[config.mk]
export PLATFORM = sky130hd
export DESIGN_NAME = dwt_frame_sequencer
export DESIGN_NICKNAME = d
export VERILOG_FILES = /design/src/rtl/dwt_frame_sequencer.sv
export SDC_FILE = /design/constraint.sdc
export NUM_CORES = 1
export LEC_CHECK = 0
export ABC_CLOCK_PERIOD_IN_PS = 2500
export CAP_MARGIN = 5
export CELL_PAD_IN_SITES_DETAIL_PLACEMENT = 1
export CELL_PAD_IN_SITES_GLOBAL_PLACEMENT = 1
export CORE_MARGIN = 1
export CORE_UTILIZATION = 35
export CTS_CLUSTER_DIAMETER = 200
export DETAILED_ROUTE_END_ITERATION = 8
export PLACE_DENSITY = 0.83
export SLEW_MARGIN = 0
export SYNTH_ARGS = -nofsm -noshare
export SYNTH_HDL_FRONTEND = slang
export SYNTH_SLANG_ARGS = --single-unit
[constraint.sdc]
create_clock -name clk -period 2.5 [get_ports clk]
set_input_delay 0.25 -clock clk [delete_from_list [all_inputs] [get_ports clk]]
set_output_delay 0.25 -clock clk [all_outputs]
set_load 0.02 [all_outputs]
[src/rtl/dwt_frame_sequencer.sv]
// dwt_frame_sequencer: frame-level controller for dwt_module.
// Streams a LENGTH x LENGTH 8-bit image from a synchronous source RAM into
// dwt_module in row-pair bands (3 rows first, 2 rows per middle band, 1 row
// last). Each band's LENGTH s/d result pairs go to a destination RAM: s into
// the top half of the output image and d into the bottom half.
//
// Ports:
//   clk, resetn              clock, asynchronous active-low reset
//   start                    one-cycle frame start request (ignored while busy)
//   busy, done               frame in progress / one-cycle end-of-frame pulse
//   src_addr, src_rdata      source RAM read port (data one cycle after address)
//   dwt_en, dwt_rdy, dwt_in  band start, ready and sample stream to dwt_module
//   dwt_result, dwt_s, dwt_d result strobe and coefficient pair from dwt_module
//   dst_we, dst_*_addr/data  destination RAM write ports for s and d
module dwt_frame_sequencer #(
    parameter int unsigned LENGTH = 256,
    parameter int unsigned ADDR_W = 16
) (
    input  logic              clk,
    input  logic              resetn,
    input  logic              start,
    output logic              busy,
    output logic              done,
    output logic [ADDR_W-1:0] src_addr,
    input  logic [7:0]        src_rdata,
    output logic              dwt_en,
    input  logic              dwt_rdy,
    output logic [7:0]        dwt_in,
    input  logic              dwt_result,
    input  logic [7:0]        dwt_s,
    input  logic [7:0]        dwt_d,
    output logic              dst_we,
    output logic [ADDR_W-1:0] dst_s_addr,
    output logic [ADDR_W-1:0] dst_d_addr,
    output logic [7:0]        dst_s_data,
    output logic [7:0]        dst_d_data
);

    localparam int unsigned LW = $clog2(LENGTH);
    localparam int unsigned BW = LW - 1;
    localparam int unsigned KW = $clog2(3 * LENGTH) + 1;

    localparam logic [BW-1:0] LAST_BAND = BW'(LENGTH / 2 - 1);
    localparam logic [LW-1:0] LAST_COL  = LW'(LENGTH - 1);
    localparam logic [KW-1:0] N_FIRST   = KW'(3 * LENGTH);
    localparam logic [KW-1:0] N_MID     = KW'(2 * LENGTH);
    localparam logic [KW-1:0] N_LAST    = KW'(LENGTH);

    typedef enum logic [2:0] {
        IDLE,
        WAIT_RDY,
        FEED,
        WAIT_RES,
        DRAIN,
        DONE
    } state_t;

    state_t            state_q, state_d;
    logic              busy_q, busy_d;
    logic              done_q, done_d;
    logic              dst_we_q, dst_we_d;
    logic [ADDR_W-1:0] src_addr_q, src_addr_d;
    logic [ADDR_W-1:0] rptr_q, rptr_d;
    logic [ADDR_W-1:0] dst_s_addr_q, dst_s_addr_d;
    logic [ADDR_W-1:0] dst_d_addr_q, dst_d_addr_d;
    logic [7:0]        dwt_in_q, dwt_in_d;
    logic [BW-1:0]     band_q, band_d;
    logic [KW-1:0]     smp_q, smp_d;
    logic [LW-1:0]     col_q, col_d;
    logic [KW-1:0]     band_len;

    // Samples per band: the first band carries an extra row of context,
    // the last band only the single remaining row.
    always_comb begin
        if (band_q == '0) begin
            band_len = N_FIRST;
        end else if (band_q == LAST_BAND) begin
            band_len = N_LAST;
        end else begin
            band_len = N_MID;
        end
    end

    // Next-state and output logic.
    always_comb begin
        state_d      = state_q;
        busy_d       = busy_q;
        done_d       = 1'b0;
        dst_we_d     = dst_we_q;
        src_addr_d   = src_addr_q;
        rptr_d       = rptr_q;
        dst_s_addr_d = dst_s_addr_q;
        dst_d_addr_d = dst_d_addr_q;
        dwt_in_d     = dwt_in_q;
        band_d       = band_q;
        smp_d        = smp_q;
        col_d        = col_q;
        dwt_en       = 1'b0;

        unique case (state_q)
            IDLE: begin
                if (start) begin
                    state_d    = WAIT_RDY;
                    busy_d     = 1'b1;
                    rptr_d     = '0;
                    band_d     = '0;
                    src_addr_d = '0;
                end
            end
            WAIT_RDY: begin
                // src_addr already holds the read pointer, so the first sample
                // arrives from the RAM in the cycle after dwt_en.
                if (dwt_rdy) begin
                    dwt_en     = 1'b1;
                    state_d    = FEED;
                    smp_d      = '0;
                    src_addr_d = rptr_q + ADDR_W'(1);
                end
            end
            FEED: begin
                dwt_in_d = src_rdata;
                if (smp_q == band_len - KW'(1)) begin
                    rptr_d  = rptr_q + ADDR_W'(band_len);
                    state_d = WAIT_RES;
                end else begin
                    smp_d      = smp_q + KW'(1);
                    src_addr_d = rptr_q + ADDR_W'(smp_q) + ADDR_W'(2);
                end
            end
            WAIT_RES: begin
                if (dwt_result) begin
                    state_d      = DRAIN;
                    col_d        = '0;
                    dst_we_d     = 1'b1;
                    dst_s_addr_d = ADDR_W'(band_q) << LW;
                    dst_d_addr_d = ADDR_W'({1'b1, band_q}) << LW;
                end
            end
            DRAIN: begin
                if (col_q == LAST_COL) begin
                    dst_we_d = 1'b0;
                    if (band_q == LAST_BAND) begin
                        state_d = DONE;
                        done_d  = 1'b1;
                    end else begin
                        band_d  = band_q + BW'(1);
                        state_d = WAIT_RDY;
                    end
                end else begin
                    col_d        = col_q + LW'(1);
                    dst_s_addr_d = dst_s_addr_q + ADDR_W'(1);
                    dst_d_addr_d = dst_d_addr_q + ADDR_W'(1);
                end
            end
            DONE: begin
                busy_d  = 1'b0;
                state_d = IDLE;
            end
            default: begin
                state_d = IDLE;
            end
        endcase
    end

    // State and output registers.
    always_ff @(posedge clk or negedge resetn) begin
        if (!resetn) begin
            state_q      <= IDLE;
            busy_q       <= 1'b0;
            done_q       <= 1'b0;
            dst_we_q     <= 1'b0;
            src_addr_q   <= '0;
            rptr_q       <= '0;
            dst_s_addr_q <= '0;
            dst_d_addr_q <= '0;
            dwt_in_q     <= '0;
            band_q       <= '0;
            smp_q        <= '0;
            col_q        <= '0;
        end else begin
            state_q      <= state_d;
            busy_q       <= busy_d;
            done_q       <= done_d;
            dst_we_q     <= dst_we_d;
            src_addr_q   <= src_addr_d;
            rptr_q       <= rptr_d;
            dst_s_addr_q <= dst_s_addr_d;
            dst_d_addr_q <= dst_d_addr_d;
            dwt_in_q     <= dwt_in_d;
            band_q       <= band_d;
            smp_q        <= smp_d;
            col_q        <= col_d;
        end
    end

    assign busy       = busy_q;
    assign done       = done_q;
    assign src_addr   = src_addr_q;
    assign dst_we     = dst_we_q;
    assign dst_s_addr = dst_s_addr_q;
    assign dst_d_addr = dst_d_addr_q;

    // RAM data goes straight through while feeding; the last sample is held after.
    assign dwt_in = (state_q == FEED) ? src_rdata : dwt_in_q;

    // Coefficients pass straight through, forced to zero outside a drain.
    assign dst_s_data = dst_we_q ? dwt_s : 8'h00;
    assign dst_d_data = dst_we_q ? dwt_d : 8'h00;

endmodule

# Word-level counts from Yosys, hierarchy flattened
# Index checks and enable logic that the tools add are counted.
dict set report word_totals {
  elab_cells 98
  ff_bits 104
  out_inout_bits 76
  inputBits 29
}
dict set report classes {
  reduce_logical 16
  eq_ne 16
  n_addsub 10
  mux 44
}
# cell count
set op_table {}
lappend op_table {{two-way mux 16 bit} 8}
lappend op_table {{case mux 16 bit (2 select lines)} 3}
lappend op_table {{adder 16 x 1 -> 16 bit, second input constant} 3}
lappend op_table {{case mux 16 bit (3 select lines)} 1}
lappend op_table {{two-way mux 8 bit} 5}
lappend op_table {{two-way mux 11 bit} 3}
lappend op_table {{adder 16 x 11 -> 16 bit} 2}
lappend op_table {{case mux 11 bit (2 select lines)} 1}
lappend op_table {{two-way mux 7 bit} 3}
lappend op_table {{two-way mux 3 bit} 6}
lappend op_table {{adder 16 x 2 -> 16 bit, second input constant} 1}
lappend op_table {{!= test 2 bit, second input constant} 8}
lappend op_table {{case mux 8 bit (2 select lines)} 1}
lappend op_table {{case mux 3 bit (5 select lines)} 1}
lappend op_table {{case mux 7 bit (2 select lines)} 1}
lappend op_table {{AND reduction 3 bit} 4}
lappend op_table {{adder 11 x 1 -> 11 bit, second input constant} 1}
lappend op_table {{equality test 11 bit} 1}
lappend op_table {{subtractor 11 x 1 -> 11 bit, second input constant} 1}
lappend op_table {{two-way mux 10 bit} 1}
lappend op_table {{nonzero test 2 bit} 5}
lappend op_table {{adder 8 x 1 -> 8 bit, second input constant} 1}
lappend op_table {{equality test 8 bit, second input constant} 1}
lappend op_table {{two-way mux 1 bit} 8}
lappend op_table {{other kinds (12)} 16}

# Depth between registers and ports, before layout
# Gate-level depths: netlist (run 1).
dict set report depth {
  depth_word 7
  depth_mapped 11
  depth_no_buf 11
}

# Worst setup path after synthesis (run 1)
# Ideal clock, no wire load.
dict set report synth_timing {
  kind {reg2reg}
  startpoint {register band_q[0]}
  endpoint {register rptr_q[12]}
  required_ns 2.434
  synth_period_minus_slack_ns 2.728
  path_stages_with_launch 11
  arrival_time_ns 2.662
  path_slack_ns -0.228
  setup_time_ns 0.066
  n_path_buf 0
  path_cell_list {dfrtp_1 > inv_1 > ha_1 > or4b_4 > o22ai_1 > ha_1 > inv_1 > fa_1 > nand3b_1 > or4_1 > nand2_1}
}
dict set report synth_between {
  elab_chain_cells 7
  word_cells_on_any_way 11
  classes_between {2 x add/sub; 3 x eq/ne; 4 x mux; 2 x reduce/logical}
}
# element line_no
set synth_lines {}
lappend synth_lines {{start, declared} 67} ;# logic [BW-1:0] band_q, band_d;
lappend synth_lines {{start signal, assigned} 190} ;# band_q <= band_d;
lappend synth_lines {{equality test 7 bit} 77} ;# end else if (band_q == LAST_BAND) begin
lappend synth_lines {{two-way mux 10 bit} 77}
lappend synth_lines {{two-way mux 11 bit *} 75} ;# if (band_q == '0) begin
lappend synth_lines {{subtractor 11 x 1 -> 11 bit} 122} ;# if (smp_q == band_len - KW'(1)) begin
lappend synth_lines {{equality test 11 bit} 122}
lappend synth_lines {{!= test 2 bit (no source line)} --}
lappend synth_lines {{AND reduction 3 bit (no source line)} --}
lappend synth_lines {{end signal, assigned} 186} ;# rptr_q <= rptr_d;
lappend synth_lines {{end, declared} 63} ;# logic [ADDR_W-1:0] rptr_q, rptr_d;
# Every way passes the cells marked *; elsewhere a longest branch is shown, timed or not. The select of a mux whose other input is x is not followed.
# A chain may end at the register's enable or synchronous reset.

# Worst setup path in the final report (run 1)
dict set report layout_timing {
  startpoint {register band_q[1]}
  endpoint {register rptr_q[10]}
}
# Same word-level chain as after synthesis.

==> impl_results.md, run 1 <==
- Result of the run: complete, but fails checks
- Violations in the final reports: setup timing
- Row cnt: 44
- Crit path launch: band_q[1]
- CTS sink cnt: 96
- Cell accounting for the most synthesized area: dfrtp_1
- Type of element launching the critical path: flop
- First-pass GRT wire length: 28.92 mm
- Ports: 105
- Antenna fix cells: 0
- PnR worst setup slack: -205.1 ps
- FFs w/ async S/R, synth: 100.0%
- Leading cell types by count after synthesis: nand2_1 (109), dfrtp_1 (96), o21ai_0 (69)
- Pwr dens: 1029 nW/um2
- Clock edge transition at the registers on the reported setup and hold paths: 70 ps
- Placer Congestion: 0.8241
- Most common cell in the synthesized netlist: nand2_1
- Average routed wire per standard cell: 18.21 um
- Minimum setup slack among reg-to-reg paths: -210 ps
- Initial standard-cell utilization of the core: 36.54%
- Antenna-violating nets left: 0
- Die area: 15910 um2
- Startpoint of the worst register-to-register path: band_q[1]
- Total detailed-routing wirelength: 17.66 mm
- Fin Clk Skew: 12.36 ps
- Half-perimeter wire length after detailed placement: 12.70 mm
- Combined global-route utilization of all metal layers: 22.72%
- Synthesized area divided by synthesized cell count: 8.571 um2
- Master cell of the clock root buffer: clkbuf_16
- Synth cell types: 55
- Worst Setup Path Type: flop to flop
- Area growth syn-to-layout: 40.36%
- Setup slack at placement: -257.2 ps
- Number of antenna violations at the first check in global routing: 0
- Detailed Routing Iterations Pass 1: 4
- Number of CTS-inserted buffers: 9
- Critical path data required time: 2740 ps
- DRC: 0
- Final Hold Viols: 0
- Number of standard cells in the final layout excluding fillers: 970
- Fraction of synthesized cell area taken by the top area cell type: 44.56%
- Port Buffer Count: 104
- Register bit count reported by yosys: 96
- Layout cells sized above 1: 14.25%
- Top fanout value on the critical path: 5
- Initial drt markers: 280
- Main flop type after synthesis: dfrtp_1
- Maximum clock rate: 0.3697 GHz
- Number of warnings issued by yosys: 0
- CP Data Arrival Time: 2950 ps
- Worst slew margin relative to its limit: 59.12%
- Share of the cycle needed by the critical path after routing: 108.2%
- Cells after DPL: 937
- EDFF count, synth: 0
- Insertion delay to the later sink of the worst-skew pair: 370 ps
- Deepest level of the CTS H-tree: 3
- Gate Count Post-Synth: 629
- Total number of vias: 5373
- Floorplan Core Area: 14750 um2
- Fill cell count: 1728
- Sequential fraction of the synthesis area: 44.56%
- Via-to-Cell Ratio: 5.539
- Most area-consuming cells after synthesis: dfrtp_1 (45%), nand2_1 (7.6%), o21ai_0 (6.4%)
- Vias in the first global route: 5844
- Setup repair after global routing missed its margin: true
- Die boundary height: 126.1 um
- Leakage power summed over all cells: 3.329 nW
- Minimum period implied by the final worst setup slack: 2705 ps
- Largest net degree at the start of global routing: 46
- Fin Hold WS: 402.0 ps
- Slew Viols, Final: 0
- Slew at the pin with the worst max-slew slack: 608.5 ps
- Max capacitance violation total: 0
- IR Drop Worst-Case VDD: 0.6798 mV
- Setup crit end kind: flop
- Max clock buf depth: 2
- Number of nets in the layout: 830
- Min-delay worst type: input pin to async pin
- Mapped Area: 5391 um2
- Count of final setup violators: 32
- Width of the die: 126.1 um
- TritonCTS clock tree: built
- GR Overflow Total: 0
## what timing repair did
action,4_1_cts,5_1_grt
pin swaps,7,5
gates cloned,2,1
resized for setup,25,22
hold endpoints to repair,34,0
endpoints found under the setup margin,40,37
hold buffers,1,0
buffers inserted,0,13
## where the power goes
group          switching (mW)  leakage [nW]  total [mW]  internal, mW
sequential              0.504          1.26        2.50          2.00
combinational            2.14          1.91        3.84          1.70
clock                   0.619         0.156        1.45         0.829
total                    3.26          3.33        7.78          4.52
## final timing paths
| path | endpoint | cells after the start |
|---|---|---|
| setup / recovery | rptr_q[10] | 9 |
| hold / removal | smp_q[3] | 2 |
| setup reg to reg | rptr_q[10] | 9 |
| hold reg to reg | dwt_in_q[5] | 2 |
| max in group asynchronous | dst_s_addr[8] | 3 |
| min in group clk | dwt_in_q[5] | 3 |
## final cells by class
class	instances	area [um2]	area share, %
well taps	184	230.2	3.042
clock inverters	5	53.80	0.7110
flip-flops and latches	96	2404	31.76
multi-input cells	489	2977	39.34
repair buffers	167	1583	20.92
inverters	18	67.56	0.8929
clock buffers	11	252.7	3.340
## kinds of logic (layout without fill, tap and decap cells)
logic type      count (synthesis)  after routing  share of synthesized area (%)
buf+inv                        47            201                          3.411
simple gates                  267            268                          23.56
flops                          96             96                          44.56
xor+xnor                       21             21                          3.411
other cells                     1              2                        0.06955
fa+ha+maj                      20             20                          4.920
compound gates                173            174                          19.31
mux                             4              4                         0.7658
## layout by cell type, fill, tap and decap left out, drive strengths merged, types with 3 or more instances in the layout
| cell type | count |
|---|---|
| nand4 | 17 |
| o211ai | 6 |
| a22oi | 4 |
| a22o | 3 |
| nand2b | 6 |
| or2 | 3 |
| o21a | 6 |
| a21o | 3 |
| nor2 | 45 |
| clkdlybuf4s50 | 100 |
| and2 | 20 |
| o311ai | 5 |
| o22ai | 3 |
| o21ai | 69 |
| a31oi | 6 |
| ha | 18 |
| or4 | 5 |
| a21oi | 41 |
| dfrtp | 96 |
| o31ai | 13 |
| buf | 62 |
| or3 | 3 |
| nand3 | 25 |
| xnor2 | 10 |
| nor3 | 11 |
| xor2 | 11 |
| and3 | 12 |
| mux2i | 3 |
| inv | 19 |
| nand2 | 109 |
| clkbuf | 12 |
| nor2b | 3 |
| clkinv | 3 |
## layer usage
layer / track usage, % / vias up / part of all wire (%)
met2: 42.22 / 118 / 53
met4: 7.442 / 0 / 2.2
met1: 25.59 / 2684 / 42
met3: 4.970 / 36 / 3.3
li1: - / 2535 / -
met5: 0 / - / 0
## sequential cells by signal, indices dropped and copies added, names as in the netlist, 3 cells and up
signal      count
band_q          7
col_q           8
dst_d_addr     16
dst_s_addr     16
dwt_in_q        8
rptr_q          8
smp_q          11
src_addr       16
state_q         3
## through the flow
| stage | power, mW | utilization [%] | instance area [um2] | TNS (ps) |
|---|---|---|---|---|
| 2_1_floorplan | 4.271 | - | 5419 | -287.9 |
| 6_report | 7.783 | 51.29 | 7567 | -4021 |
| 5_1_grt | 8.264 | 51.29 | 7567 | -6610 |
| 3_5_place_dp | 6.031 | 47.22 | 6967 | -4548 |
| 3_3_place_gp | 5.829 | 47.22 | 6967 | -1039 |
| 4_1_cts | 7.590 | 49.83 | 7352 | -2992 |
## worst max-delay path, stage by stage, from the launching register on
cell and delay, ps:
dfrtp_1 400, inv_2 90, ha_4 120, or4b_4 480, o21a_1 220, or4_4 470
buf_4 170, o21ai_4 200, nand2_2 120, o31ai_1 310
Note: power is estimated with default switching activity, not from simulation.
==> run 2: changes to the inputs <==
==> constraint.sdc (replaced) <==
create_clock -name clk -period 2.5 [get_ports clk]
set_input_delay 0.25 -clock clk [delete_from_list [all_inputs] [get_ports clk]]
set_output_delay 0.25 -clock clk [all_outputs]
set_load 0.005 [all_outputs]
==> run 2 against run 1 <==
Net effect:
- the flow still finishes with violations (setup timing)
- clock skew decreased by 3.0 ps
- non-clock buffer count decreased by 1
- clock-buffer cell count decreased by 1
- critical endpoint is now src_addr[11]
- largest power group unchanged
==> impl_results.md, run 2 (synthesis gave the netlist of run 1 again) <==
- Worst slew margin relative to its limit: 55.13% (was 59.12%)
- Total detailed-routing wirelength: 17.75 mm (was 17.66 mm)
- PnR worst setup slack: -209.5 ps (was -205.1 ps)
- Master cell of the clock root buffer: clkbuf_16 (unchanged)
- First-pass GRT wire length: 29.05 mm (was 28.92 mm)
- Startpoint of the worst register-to-register path: band_q[1] (unchanged)
- DRC: 0 (unchanged)
- Pwr dens: 960.1 nW/um2 (was 1029 nW/um2)
- Die area: 15910 um2 (unchanged)
- Vias in the first global route: 5834 (was 5844)
- Initial standard-cell utilization of the core: 36.54% (unchanged)
- Area of combinational cells with multiple inputs: 2995 um2 (was 2977 um2)
- Number of nets in the layout: 827 (was 830)
- Type of element launching the critical path: flop (unchanged)
- Placed cell area: 6982 um2 (was 6967 um2)
- Crit path launch: band_q[1] (unchanged)
- Sw frac: 38.31% (was 41.89%)
- Violations in the final reports: setup timing (unchanged)
- Fin Clk Skew: 9.336 ps (was 12.36 ps)
- Placer Congestion: 0.8495 (was 0.8241)
- Setup crit end kind: flop (unchanged)
- Highest-count cells in the layout ignoring fill and taps: clkdlybuf4s50_1 (103), nand2_1 (101), dfrtp_1 (95) (was nand2_1 (106), clkdlybuf4s50_1 (100), dfrtp_1 (95))
- Half-perimeter wire length after detailed placement: 12.64 mm (was 12.70 mm)
- Port Buffer Count: 104 (unchanged)
- Area growth syn-to-layout: 39.99% (was 40.36%)
- Setup repair after global routing missed its margin: true (unchanged)
- Maximum clock rate: 0.3691 GHz (was 0.3697 GHz)
- Commonest non-fill, non-tap cell in the layout: clkdlybuf4s50_1 (was nand2_1)
- Setup slack at placement: -180.9 ps (was -257.2 ps)
- Clock edge transition at the registers on the reported setup and hold paths: 70 ps (about the same)
- Insertion delay to the later sink of the worst-skew pair: 350 ps (was 370 ps)
- Detailed Routing Iterations Pass 1: 4 (unchanged)
- Combined global-route utilization of all metal layers: 22.67% (was 22.72%)
- Antenna-violating nets left: 0 (unchanged)
- Slew at the pin with the worst max-slew slack: 673.0 ps (was 608.5 ps)
- CTS sink cnt: 96 (unchanged)
- Sum Neg Setup Slack: -4256 ps (was -4021 ps)
- Width of the die: 126.1 um (unchanged)
- CP Data Arrival Time: 2990 ps (was 2950 ps)
- Count of final setup violators: 32 (unchanged)
- Average routed wire per standard cell: 18.40 um (was 18.21 um)
- Final Instance Area: 7547 um2 (was 7567 um2)
- Critical path data required time: 2780 ps (was 2740 ps)
- Via-to-Cell Ratio: 5.521 (was 5.539)
- TritonCTS clock tree: built (unchanged)
- Finished Core Util: 51.15% (was 51.29%)
- Min-delay worst type: input pin to flop (was input pin to async pin)
- Max capacitance violation total: 0 (unchanged)
- Row cnt: 44 (unchanged)
- Floorplan Core Area: 14750 um2 (unchanged)
- GR Overflow Total: 0 (unchanged)
- Number of antenna violations at the first check in global routing: 0 (unchanged)
- Max clock buf depth: 2 (unchanged)
- Slew Viols, Final: 0 (unchanged)
- Layout cells sized above 1: 15.24% (was 14.25%)
- Minimum period implied by the final worst setup slack: 2710 ps (was 2705 ps)
- Final Hold Viols: 0 (unchanged)
- Deepest level of the CTS H-tree: 3 (unchanged)
- Initial drt markers: 296 (was 280)
- Share of the cycle needed by the critical path after routing: 108.4% (was 108.2%)
- Cell internal pwr: 4.470 mW (was 4.523 mW)
- Largest net degree at the start of global routing: 52 (was 46)
- Startpoint of the worst hold path: src_rdata[3]
- Total number of vias: 5328 (was 5373)
- Sequential share of power: 34.8% (was 32.1%)
- Combinational cell fraction of total power: 46.7% (was 49.3%)
- Fin Hold WS: 450.8 ps (was 402.0 ps)
- Ports: 105 (unchanged)
- Top fanout value on the critical path: 13 (was 5)
- Leakage power summed over all cells: 3.295 nW (was 3.329 nW)
- Worst Setup Path Type: flop to flop (unchanged)
- Antenna fix cells: 0 (unchanged)
- Result of the run: complete, but fails checks (unchanged)
- Die boundary height: 126.1 um (unchanged)
- Fill cell count: 1712 (was 1728)
- Minimum setup slack among reg-to-reg paths: -210 ps (about the same)
- IR Drop Worst-Case VDD: 0.5625 mV (was 0.6798 mV)
- Number of CTS-inserted buffers: 9 (unchanged)
- Area occupied by registers: 2404 um2 (unchanged)
- Part of the total power dissipated in the clock network: 18.6% (about the same)
- Power dissipated by switching net loads: 2.776 mW (was 3.260 mW)
## run 2: final timing paths
path,endpoint,cells after the start
setup / recovery,src_addr[11],11
setup reg to reg,src_addr[11],11
hold / removal,dwt_in_q[3],3
max in group asynchronous,dst_d_addr[13],3
hold reg to reg,dwt_in_q[3],2
min in group asynchronous,smp_q[5],2
## run 2: power by group through the flow
stage,registers (mW),clock network (mW),logic (mW)
2_1_floorplan,2.38,0,1.40
3_3_place_gp,2.47,0,2.88
3_5_place_dp,2.52,0,3.04
4_1_cts,2.50,1.38,3.10
5_1_grt,2.59,1.43,3.72
6_report,2.52,1.34,3.38
## run 2: repair_timing
action,CTS,global route
hold buffers,1,0
buffers inserted,4,5
resized for setup,16,37
setup endpoints to repair,40,41
gates cloned,0,2
pin swaps,5,8
endpoints found under the hold margin,50,0
## run 2: layout make-up
cell class | instances | area share (%)
Timing Repair Buffer | 166 | 20.86
Sequential cell | 96 | 31.85
Inverter | 18 | 0.8952
Multi-Input combinational cell | 487 | 39.69
Tap cell | 184 | 3.050
Clock inverter | 4 | 0.6300
Clock buffer | 10 | 3.034
## run 2: layer usage
| layer | global-route usage, % | part of all wire [%] | vias to the layer above |
|---|---|---|---|
| li1 | - | - | 2524 |
| met1 | 25.67 | 41 | 2661 |
| met2 | 42.57 | 53 | 118 |
| met3 | 4.588 | 3.6 | 25 |
| met4 | 6.733 | 2.1 | 0 |
| met5 | 0 | 0 | - |
## run 2: per-stage QoR
step	power (mW)	std cells
5_1_grt	7.745	965
3_3_place_gp	5.353	939
3_5_place_dp	5.555	939
4_1_cts	6.987	958
6_report	7.246	965
2_1_floorplan	3.783	630
## run 2: critical path, stage by stage (launching register included)
cell,delay [ps]
dfrtp_1,400
inv_2,90
ha_4,120
or4b_4,480
o21a_1,200
or4_4,460
buf_6,140
o31ai_2,160
buf_4,220
clkbuf_16,190
nand2_1,70
o21ai_1,70
==> run 3: changes to the inputs <==
--- a/config.mk
+++ b/config.mk
@@ -10,10 +10,12 @@
 export CELL_PAD_IN_SITES_DETAIL_PLACEMENT = 1
 export CELL_PAD_IN_SITES_GLOBAL_PLACEMENT = 1
 export CORE_MARGIN = 1
-export CORE_UTILIZATION = 35
+export CORE_UTILIZATION = 30
 export CTS_CLUSTER_DIAMETER = 200
 export DETAILED_ROUTE_END_ITERATION = 8
-export PLACE_DENSITY = 0.83
+export GPL_TIMING_DRIVEN = 0
+export HOLD_SLACK_MARGIN = 0.06
+export PLACE_DENSITY = 0.74
 export SLEW_MARGIN = 0
 export SYNTH_ARGS = -nofsm -noshare
 export SYNTH_HDL_FRONTEND = slang
==> run 3 against run 2 <==
Net effect:
- clock power rose by 7%
- largest power group unchanged
- critical path depth fell by 3
- the run still ends with setup timing left
- final area rose by 2.3%
- worst setup slack improved by 14 ps
- maximum frequency rose by 0.51%
- hold slack got worse by 33 ps
- register-to-register slack barely moved
- routed wire length fell by 0.95%
- critical path type unchanged
==> impl_results.md, run 3 (synthesis gave the netlist of run 1 again) <==
- Result of the run: complete, but fails checks (unchanged)
- Violations in the final reports: setup timing (unchanged)
- First-pass GRT wire length: 28.03 mm (was 29.05 mm)
- Deepest level of the CTS H-tree: 3 (unchanged)
- TritonCTS clock tree: built (unchanged)
- Count of final setup violators: 32 (unchanged)
- Via-to-Cell Ratio: 5.270 (was 5.521)
- Total number of vias: 5302 (was 5328)
- Die boundary height: 136.1 um (was 126.1 um)
- Placer Congestion: 0.8213 (was 0.8495)
- CP Data Arrival Time: 2990 ps (about the same)
- Most used cell along the critical path: or4_4
- Fin Clk Skew: 5.820 ps (was 9.336 ps)
- Area occupied by registers: 2404 um2 (unchanged)
- Cell type of the slowest stage on the worst timing path: or4_4 (was or4b_4)
- Fin Hold WS: 417.7 ps (was 450.8 ps)
- Average routed wire per standard cell: 17.48 um (was 18.40 um)
- Worst slew margin relative to its limit: 38.41% (was 55.13%)
- Minimum period implied by the final worst setup slack: 2696 ps (was 2710 ps)
- Insertion delay to the later sink of the worst-skew pair: 350 ps (about the same)
- Number of CTS-inserted buffers: 9 (unchanged)
- Busiest layer in global routing: met2 (unchanged)
- Global-route track usage on met2: 34.97% (was 42.57%)
- Fill cell count: 2008 (was 1712)
- Total detailed-routing wirelength: 17.58 mm (was 17.75 mm)
- Largest net degree at the start of global routing: 58 (was 52)
- Setup slack at placement: -577.4 ps (was -180.9 ps)
- Max capacitance violation total: 0 (unchanged)
- Share of the cycle needed by the critical path after routing: 107.8% (was 108.4%)
- Largest delay contributor family on the critical path: simple AND/OR/NAND/NOR gates (unchanged)
- CTS sink cnt: 96 (unchanged)
- DRC: 0 (unchanged)
- Initial standard-cell utilization of the core: 30.96% (was 36.54%)
- Cell breakdown of the critical path: inv_2 > ha_4 > or4b_4 > o21a_1 > or4_4 > o21a_4 > or4_4 > nand2_2 (was inv_2 > ha_4 > or4b_4 > o21a_1 > or4_4 > buf_6 > o31ai_2 > buf_4 > clkbuf_16 > nand2_1 > o21ai_1)
- GR Overflow Total: 0 (unchanged)
- Minimum setup slack among reg-to-reg paths: -200 ps (was -210 ps)
- Clock edge transition at the registers on the reported setup and hold paths: 60 ps (was 70 ps)
- Antenna fix cells: 0 (unchanged)
- Vias in the first global route: 5545 (was 5834)
- Setup repair after global routing missed its margin: true (unchanged)
- Longest individual stage delay on the worst path: 510 ps (was 480 ps)
- Initial drt markers: 241 (was 296)
- Slew at the pin with the worst max-slew slack: 916.7 ps (was 673.0 ps)
- Die area: 18510 um2 (was 15910 um2)
- Antenna-violating nets left: 0 (unchanged)
- Highest-count cells in the layout ignoring fill and taps: nand2_1 (99), dfrtp_1 (95), clkdlybuf4s50_1 (94) (was clkdlybuf4s50_1 (103), nand2_1 (101), dfrtp_1 (95))
- Min-delay worst type: input pin to async pin (was input pin to flop)
- Setup crit end kind: flop (unchanged)
- Combined global-route utilization of all metal layers: 19.29% (was 22.67%)
- Width of the die: 136.1 um (was 126.1 um)
- Row cnt: 48 (was 44)
- Master cell of the clock root buffer: clkbuf_16 (unchanged)
- Worst Setup Path Type: flop to flop (unchanged)
- PnR worst setup slack: -195.8 ps (was -209.5 ps)
- Area of combinational cells with multiple inputs: 3099 um2 (was 2995 um2)
- Area growth syn-to-layout: 43.26% (was 39.99%)
- GR Layer Usage met3: 3.207% (was 4.588%)
- Grt met1 use: 22.91% (was 25.67%)
- Critical path data required time: 2790 ps (was 2780 ps)
- Number of nets in the layout: 825 (was 827)
- Layout cells sized above 1: 14.72% (was 15.24%)
- Type of element launching the critical path: flop (unchanged)
- Floorplan Core Area: 17420 um2 (was 14750 um2)
- Number of antenna violations at the first check in global routing: 0 (unchanged)
- Max clock buf depth: 2 (unchanged)
- Ports: 105 (unchanged)
- Final Instance Area: 7724 um2 (was 7547 um2)
- Half-perimeter wire length after detailed placement: 12.38 mm (was 12.64 mm)
- Top fanout value on the critical path: 5 (was 13)
- Maximum clock rate: 0.3710 GHz (was 0.3691 GHz)
- Commonest non-fill, non-tap cell in the layout: nand2_1 (was clkdlybuf4s50_1)
- Detailed Routing Iterations Pass 1: 4 (unchanged)
- Placed cell area: 6766 um2 (was 6982 um2)
- Pwr dens: 974.1 nW/um2 (was 960.1 nW/um2)
- Final Hold Viols: 0 (unchanged)
- Slew Viols, Final: 0 (unchanged)
- Sum Neg Setup Slack: -3417 ps (was -4256 ps)
- Buf+Inv Stages, Crit Path: 1 (was 4)
- Leakage power summed over all cells: 3.326 nW (was 3.295 nW)
- Port Buffer Count: 104 (unchanged)
- IR Drop Worst-Case VDD: 0.5618 mV (was 0.5625 mV)
[run 3: changes by cell type in the layout (fill, tap and decap cells not counted), sizes merged]
cell / before / now
clkbuf: 12 / 34
buf: 60 / 40
clkdlybuf4s50: 103 / 94
dlygate4sd2: 0 / 8
clkinv: 2 / 0
dlymetal6s2s: 0 / 1
[run 3: what timing repair did]
item	CTS	global route
gates cloned	1	0
gates resized for setup	69	65
hold endpoints to repair	39	0
hold buffers	1	0
endpoints found under the setup margin	75	48
pin swaps	5	15
buffers inserted	15	18
[run 3: path summary, 6_finish.rpt]
check,end,depth (start not counted),startpoint
hold / removal,src_addr[4],2,resetn
setup reg to reg,rptr_q[12],8,band_q[0]
max in group asynchronous,band_q[0],3,resetn
setup / recovery,rptr_q[12],8,band_q[0]
min in group clk,dwt_in_q[5],3,src_rdata[5]
hold reg to reg,dwt_in_q[4],2,dwt_in_q[4]
[run 3: power by group]
part | switching, mW | internal (mW) | total (mW) | leakage [nW]
combinational | 1.81 | 1.81 | 3.62 | 1.92
clock | 0.595 | 0.832 | 1.43 | 0.143
sequential | 0.484 | 1.99 | 2.48 | 1.26
total | 2.89 | 4.63 | 7.52 | 3.33
[run 3: metal layers]
metal	wire length [um]	share of wire [%]	vias up
met3	467	2.7	16
met2	9429	54	77
met5	0	0	-
met1	7483	43	2680
li1	-	-	2529
met4	201	1.1	0
[run 3: cell type report]
cell class	count	share of cell area, %
plain buffers	26	2.705
clock buffers	14	3.418
clock inverters	2	0.4860
inverters	18	0.9072
multi-input cells	487	40.13
flip-flops and latches	96	31.12
well taps	225	3.645
repair buffers	138	17.59
[run 3: metrics by stage]
step	power, mW	utilization (%)	cells
after floorplan	3.783	-	630
after global placement	5.228	38.71	959
after detailed placement	5.354	38.85	960
after CTS	7.307	42.59	993
after global routing	8.024	44.35	1006
final	7.524	44.35	1006
